[config.mk]
export PLATFORM = sky130hd
export DESIGN_NAME = mult32x32_arbiter_flat
export DESIGN_NICKNAME = d
export VERILOG_FILES = /design/src/rtl/mult_arb_pkg.sv /design/src/rtl/mult32x32_arbiter_if.sv /design/src/rtl/mult32x32_arbiter_rr.sv /design/src/rtl/mult32x32_arbiter.sv /design/src/flat_wrapper.sv
export SDC_FILE = /design/constraint.sdc
export NUM_CORES = 1
export LEC_CHECK = 0
export CORE_AREA = 2 2 181 183
export CTS_BUF_LIST = sky130_fd_sc_hd__clkbuf_4 sky130_fd_sc_hd__clkbuf_8
export DETAILED_ROUTE_END_ITERATION = 8
export DIE_AREA = 0 0 183 185
export HOLD_SLACK_MARGIN = 0.06
export SYNTH_ARGS = -nofsm -noshare
export SYNTH_HDL_FRONTEND = slang
export SYNTH_SLANG_ARGS = --single-unit
[constraint.sdc]
create_clock -name clk -period 4.37 [get_ports clk]
set_input_delay 0.437 -clock clk [delete_from_list [all_inputs] [get_ports clk]]
set_output_delay 0.437 -clock clk [all_outputs]
set_load 0.05 [all_outputs]
[src/rtl/mult_arb_pkg.sv]
// Shared types and default sizing for the shared 32x32 multiplier arbiter.
package mult_arb_pkg;

  typedef enum logic [2:0] {
    IDLE,
    ISSUE,
    WAIT_BUSY,
    WAIT_DONE,
    RESP
  } arb_state_t;

  localparam int NUM_REQ_DEF = 4;
  localparam int W_DEF       = 32;

endpackage

[src/rtl/mult32x32_arbiter_if.sv]
// Bus bundle linking calculator clients and the multiplier to the arbiter.
// master = arbiter side, slave = clients plus multiplier.
interface mult32x32_arbiter_if
  import mult_arb_pkg::*;
#(
  parameter int NUM_REQ = NUM_REQ_DEF,
  parameter int W       = W_DEF
);
  localparam int IDW = $clog2(NUM_REQ);

  logic [NUM_REQ-1:0]   req_valid;
  logic [NUM_REQ*W-1:0] req_a;
  logic [NUM_REQ*W-1:0] req_b;
  logic [NUM_REQ-1:0]   req_ready;
  logic                 rsp_valid;
  logic [IDW-1:0]       rsp_id;
  logic [2*W-1:0]       rsp_product;
  logic                 mul_start;
  logic [W-1:0]         mul_a;
  logic [W-1:0]         mul_b;
  logic                 mul_busy;
  logic [2*W-1:0]       mul_product;

  modport master (
    input  req_valid, req_a, req_b, mul_busy, mul_product,
    output req_ready, rsp_valid, rsp_id, rsp_product, mul_start, mul_a, mul_b
  );

  modport slave (
    output req_valid, req_a, req_b, mul_busy, mul_product,
    input  req_ready, rsp_valid, rsp_id, rsp_product, mul_start, mul_a, mul_b
  );

endinterface

[src/rtl/mult32x32_arbiter_rr.sv]
// Combinational round-robin picker: first asserted request at or after ptr wins.
module rr_arbiter #(
  parameter  int N  = 4,
  localparam int IW = $clog2(N)
) (
  input  logic [N-1:0]  req,
  input  logic [IW-1:0] ptr,
  output logic [N-1:0]  grant,
  output logic [IW-1:0] idx,
  output logic          any
);

  always_comb begin
    logic [IW-1:0] k;
    // NOTE: every output gets a value before any branch so no path leaves one unassigned (no latch).
    grant = '0;
    idx   = '0;
    any   = 1'b0;
    k     = '0;
    for (int i = 0; i < N; i++) begin
      k = IW'((int'(ptr) + i) % N);
      if (!any && req[k]) begin
        any      = 1'b1;
        grant[k] = 1'b1;
        idx      = k;
      end
    end
  end

endmodule

[src/rtl/mult32x32_arbiter.sv]
// Shares one multiplier between NUM_REQ clients: round-robin grant, one
// operation in flight, product returned tagged with the owning requester id.
module mult32x32_arbiter
  import mult_arb_pkg::*;
#(
  parameter int NUM_REQ = NUM_REQ_DEF,
  parameter int W       = W_DEF
) (
  input logic                 clk,
  input logic                 reset,
  mult32x32_arbiter_if.master bus
);

  localparam int IDW = $clog2(NUM_REQ);

  arb_state_t           state_q, state_d;
  logic [IDW-1:0]       ptr_q, ptr_d;
  logic [NUM_REQ-1:0]   ready_q, ready_d;
  logic                 start_q, start_d;
  logic [W-1:0]         a_q, a_d;
  logic [W-1:0]         b_q, b_d;
  logic [IDW-1:0]       id_q, id_d;
  logic [2*W-1:0]       prod_q, prod_d;
  logic                 rsp_valid_q, rsp_valid_d;
  logic [IDW-1:0]       rsp_id_q, rsp_id_d;
  logic [2*W-1:0]       rsp_prod_q, rsp_prod_d;

  logic [NUM_REQ-1:0]   grant;
  logic [IDW-1:0]       win_idx;
  logic                 win_any;

  rr_arbiter #(.N(NUM_REQ)) u_rr (
    .req   (bus.req_valid),
    .ptr   (ptr_q),
    .grant (grant),
    .idx   (win_idx),
    .any   (win_any)
  );

  // Every output is a register; the comb block only computes next values.
  always_comb begin
    state_d     = state_q;
    ptr_d       = ptr_q;
    ready_d     = '0;
    start_d     = 1'b0;
    rsp_valid_d = 1'b0;
    a_d         = a_q;
    b_d         = b_q;
    id_d        = id_q;
    prod_d      = prod_q;
    rsp_id_d    = rsp_id_q;
    rsp_prod_d  = rsp_prod_q;

    unique case (state_q)
      IDLE: begin
        if (win_any) begin
          ready_d = grant;
          a_d     = bus.req_a[int'(win_idx)*W +: W];
          b_d     = bus.req_b[int'(win_idx)*W +: W];
          id_d    = win_idx;
          ptr_d   = (int'(win_idx) == NUM_REQ - 1) ? '0 : win_idx + 1'b1;
          state_d = ISSUE;
        end
      end
      ISSUE: begin
        start_d = 1'b1;
        state_d = WAIT_BUSY;
      end
      WAIT_BUSY: begin
        if (bus.mul_busy) state_d = WAIT_DONE;
      end
      WAIT_DONE: begin
        // Product is held internally so rsp_product only changes with rsp_valid.
        if (!bus.mul_busy) begin
          prod_d  = bus.mul_product;
          state_d = RESP;
        end
      end
      RESP: begin
        rsp_valid_d = 1'b1;
        rsp_id_d    = id_q;
        rsp_prod_d  = prod_q;
        state_d     = IDLE;
      end
      default: state_d = IDLE;
    endcase
  end

  always_ff @(posedge clk or negedge reset) begin
    if (!reset) begin
      state_q     <= IDLE;
      ptr_q       <= '0;
      ready_q     <= '0;
      start_q     <= 1'b0;
      a_q         <= '0;
      b_q         <= '0;
      id_q        <= '0;
      prod_q      <= '0;
      rsp_valid_q <= 1'b0;
      rsp_id_q    <= '0;
      rsp_prod_q  <= '0;
    end else begin
      // NOTE: non-blocking updates so every register samples pre-edge values.
      state_q     <= state_d;
      ptr_q       <= ptr_d;
      ready_q     <= ready_d;
      start_q     <= start_d;
      a_q         <= a_d;
      b_q         <= b_d;
      id_q        <= id_d;
      prod_q      <= prod_d;
      rsp_valid_q <= rsp_valid_d;
      rsp_id_q    <= rsp_id_d;
      rsp_prod_q  <= rsp_prod_d;
    end
  end

  assign bus.req_ready   = ready_q;
  assign bus.mul_start   = start_q;
  assign bus.mul_a       = a_q;
  assign bus.mul_b       = b_q;
  assign bus.rsp_valid   = rsp_valid_q;
  assign bus.rsp_id      = rsp_id_q;
  assign bus.rsp_product = rsp_prod_q;

endmodule

[src/flat_wrapper.sv]
// flat-port wrapper written by rule: the top's interface ports become plain ports
module mult32x32_arbiter_flat import mult_arb_pkg::*;
#(
  parameter int NUM_REQ = NUM_REQ_DEF,
  parameter int W       = W_DEF
)
  (clk, reset, bus_req_valid, bus_req_a, bus_req_b, bus_mul_busy, bus_mul_product, bus_req_ready, bus_rsp_valid, bus_rsp_id, bus_rsp_product, bus_mul_start, bus_mul_a, bus_mul_b);
  mult32x32_arbiter_if #(.NUM_REQ(NUM_REQ), .W(W)) bus_i ();
  input logic clk;
  input logic reset;
  input wire logic [$bits(bus_i.req_valid)-1:0] bus_req_valid;
  input wire logic [$bits(bus_i.req_a)-1:0] bus_req_a;
  input wire logic [$bits(bus_i.req_b)-1:0] bus_req_b;
  input wire logic [$bits(bus_i.mul_busy)-1:0] bus_mul_busy;
  input wire logic [$bits(bus_i.mul_product)-1:0] bus_mul_product;
  output wire logic [$bits(bus_i.req_ready)-1:0] bus_req_ready;
  output wire logic [$bits(bus_i.rsp_valid)-1:0] bus_rsp_valid;
  output wire logic [$bits(bus_i.rsp_id)-1:0] bus_rsp_id;
  output wire logic [$bits(bus_i.rsp_product)-1:0] bus_rsp_product;
  output wire logic [$bits(bus_i.mul_start)-1:0] bus_mul_start;
  output wire logic [$bits(bus_i.mul_a)-1:0] bus_mul_a;
  output wire logic [$bits(bus_i.mul_b)-1:0] bus_mul_b;
  assign bus_i.req_valid = bus_req_valid;
  assign bus_i.req_a = bus_req_a;
  assign bus_i.req_b = bus_req_b;
  assign bus_i.mul_busy = bus_mul_busy;
  assign bus_i.mul_product = bus_mul_product;
  assign bus_req_ready = bus_i.req_ready;
  assign bus_rsp_valid = bus_i.rsp_valid;
  assign bus_rsp_id = bus_i.rsp_id;
  assign bus_rsp_product = bus_i.rsp_product;
  assign bus_mul_start = bus_i.mul_start;
  assign bus_mul_a = bus_i.mul_a;
  assign bus_mul_b = bus_i.mul_b;
  mult32x32_arbiter #(.NUM_REQ(NUM_REQ), .W(W)) u_core (.clk(clk), .reset(reset), .bus(bus_i));
endmodule
==> reports/metrics.cfg <==
[pwr]
comb_power_share_pct = 58.0
clkPwrFrac_pct = 16.0
p_sw_mw = 5.83
total_power_mw = 12.9
swShare_pct = 45.0
irDropWorstVdd_mv = 0.565
p_int_mw = 7.12
p_per_area_nw_per_um2 = 814
seq_power_share_pct = 26.0
total_leakage_power_nw = 6.88

[placement]
detailed_place_hpwl_um = 26600
dp_cells = 1556
gp_congestion = 0.818
pre_cts_ws_ns = 0.798
numPortBuffers = 462

[yosys]
synth_area_um2 = 10000
synth_top_area_cell = dfrtp_1
synthMostInstantiatedCell = dfrtp_1
ys_seq_area_share_pct = 51.6
avgSynthCellArea_um2 = 13.8
yosys_warnings = 0
async_reset_ff_share_pct = 100
synth_edf_count = 0
ys_top_cells_by_count = dfrtp_1, mux2_2, mux2i_1
synthCells = 726
synth_cell_types = 37
synth_seq_cells = 207
synth_top_area_share_pct = 51.6
synth_ff_type = dfrtp_1
synth_area_leaders = dfrtp_1, mux2_2, mux2i_1
syn_nets = 1062

[detailed_routing]
wl_met3_um = 3980
wl_met2_um = 17000
vias = 7858
postRouteAntennaNets = 0
wl_um = 35400
drc = 0
avgRoutedWirePerCell_um = 21.8
via_per_inst = 4.83
highest_layer = met5
wl_met1_um = 13800
firstDrtPassIters = 4
drtIter0Drc = 280

[flow_run]
drv_cap = 0

[clock_network]
cts.sinks = 207
post_cts.repair.setup_buffers = 0
cts_root_buffer = clkbuf_8
cts_buffer_depth = 3
numCtsBuffers = 40
cts_tree = done
htree_levels = 2
clkTransAtPathRegs_ns = 0.06
clock_latency_ns = 0.56

[floorplanning]
start_util_pct = 31.3
rows = 66
dieHeight_um = 185
pin_count = 463
die_w_um = 183
core_area_um2 = 32000
die_area_um2 = 33900

[cells_and_area]
stdcell_count = 1626
nNetsFinal = 1527
area_delta_synth_final_pct = 58.4
drive_gt1_share_pct = 23.5

[setup_path]
rrSetupSlack_ns = 0.97
critPathMaxStageDelay_ns = 0.85
crit_fanout = 28
path_common_cell = buf_4
r2r_end = u_core.bus.mul_b[1]$_DFFE_PN0P_
worst_r2r_startpoint = u_core.ptr_q[0]$_DFFE_PN0P_
cp.required_ns = 4.76
worstSetupPathType = reg -> reg
slowest_stage = o41ai_1
crit_arrival_ns = 3.79
startpoint_type = flip-flop
worstPathCellList = buf_4 > inv_1 > ha_1 > o41ai_1 > o21a_1 > and2_4 > buf_4 > a221oi_2
critPathCaptureType = flip-flop
worstRegToRegCells = 8

[timing]
fmax_mhz = 294
fin_skew_ns = 0.0389
rsz0062_at_grt = false
hold_viol = 0
setup_viol = 0
timing.final.crit_share_pct = 77.9
fin_tns_setup_ns = 0
slew_viol_final = 0
tightest_slew_ns = 1.02
setup_slack_ns = 0.968
slew_headroom_pct = 32.0
layout_min_cycle_time_ns = 3.40

[hold_path]
worstHoldEndpoint = u_core.id_q[1]$_DFFE_PN0P_
hp-class = reg -> reg
whs_path_depth = 1
hp-start = u_core.id_q[1]$_DFFE_PN0P_

[global_route]
grt_pass1_wl_um = 51600
grt_pass1_vias = 8319
grt_usage_pct = 20.0
grt_start_max_net_pins = 121
antenna_found_initial = 5
grt.overflow.total = 0

[status]
status = completed

[metrics by stage]
stage / instance area, µm² / hold slack, ns / utilization (%)
3_3_place_gp: 15000 / 0.475 / 46.9
2_1_floorplan: 10000 / 0.141 / -
6_report: 15900 / 0.489 / 49.7
3_5_place_dp: 15000 / 0.476 / 46.9
5_1_grt: 15900 / 0.480 / 49.6
4_1_cts: 15900 / 0.457 / 49.6
[per-layer routing]
layer	GRT usage [%]	up-vias
li1	-	3647
met1	23.6	3852
met2	33.0	309
met3	9.32	48
met4	5.25	2
met5	0	-
[cells by family after synthesis]
| family | Yosys count | synth area share (%) |
|---|---|---|
| muxes | 262 | 28.1 |
| xor gates and xnor gates | 1 | 0.0872 |
| DFF | 207 | 51.6 |
| and+or+nand+nor | 100 | 4.21 |
| AOI/OAI and AO/OA | 88 | 11.1 |
| adders and majority gates | 9 | 1.12 |
| buffers and inverters | 59 | 3.80 |
[power groups by stage]
stage / Sequential (mW) / Clock, mW / Combinational (mW)
2_1_floorplan: 5.32 / 0 / 3.38
3_3_place_gp: 3.35 / 0 / 7.53
3_5_place_dp: 3.39 / 0 / 7.56
4_1_cts: 3.37 / 2.15 / 7.58
5_1_grt: 3.49 / 2.23 / 7.94
6_report: 3.36 / 2.08 / 7.51
[layout make-up]
class                   count  area, µm²
well taps                 408        510
clock inverters             4       62.6
clock buffers              62        803
flip-flops and latches    207       5180
inverters                   3       11.3
diodes                      3       7.51
repair buffers            479       4820
fillers                  2866      16100
multi-input cells         460       4510
[critical path: cells and delay by family (launching register included)]
| kind | cells | cell delay [ns] |
|---|---|---|
| AO/OA/AOI/OAI | 3 | 1.28 |
| adder cells (fa/ha/maj) | 1 | 0.40 |
| buffers and inverters | 3 | 0.73 |
| flip-flops | 1 | 0.32 |
| AND/OR/NAND/NOR | 1 | 0.52 |
[layout by cell type (no fill, tap or decap), types with 2 or more instances in the layout]
cell,n
clkdlybuf4s50_1,461
dfrtp_1,207
mux2_2,131
mux2i_1,128
nor2_1,76
a221oi_2,61
clkbuf_8,54
buf_4,11
ha_1,9
clkbuf_4,8
a221oi_1,7
a21oi_1,5
buf_12,5
a22oi_1,4
nand2_1,4
diode_2,3
nor3b_1,3
mux4_2,3
inv_1,3
o21ai_0,3
nor2b_1,2
o41ai_1,2
nand2b_1,2
or2_2,2
nor2_4,2
nor3_1,2
[worst max-delay path by stage]
stage | slack, ns | end | depth (start not counted) | from
after global routing | 0.72 | u_core.bus.mul_b[5]$_DFFE_PN0P_ | 8 | u_core.ptr_q[0]$_DFFE_PN0P_
after global placement | 0.93 | u_core.bus.mul_b[5]$_DFFE_PN0P_ | 8 | bus_req_valid[3]
after detailed placement | 0.80 | u_core.bus.mul_b[1]$_DFFE_PN0P_ | 8 | bus_req_valid[3]
after CTS | 0.99 | u_core.bus.mul_a[7]$_DFFE_PN0P_ | 8 | u_core.ptr_q[0]$_DFFE_PN0P_
final | 0.97 | u_core.bus.mul_b[1]$_DFFE_PN0P_ | 8 | u_core.ptr_q[0]$_DFFE_PN0P_
after floorplan | 1.04 | u_core.ptr_q[0]$_DFFE_PN0P_ | 15 | u_core.ptr_q[0]$_DFFE_PN0P_
[repair_timing]
item                                    CTS  global route
hold endpoints to repair                104             0
endpoints found under the setup margin    0             0
hold buffers                              1             0
resized for setup                         0             0
[flip-flops by register name, indices dropped and copies added (netlist names)]
name,count
u_core.bus.rsp_product,64
u_core.bus.rsp_id,2
u_core.state_q,3
u_core.bus.rsp_valid,1
u_core.prod_q,64
u_core.ptr_q,2
u_core.bus.mul_start,1
u_core.bus.mul_b,32
u_core.id_q,2
u_core.bus.req_ready,4
u_core.bus.mul_a,32
(Power assumes the default switching activity.)
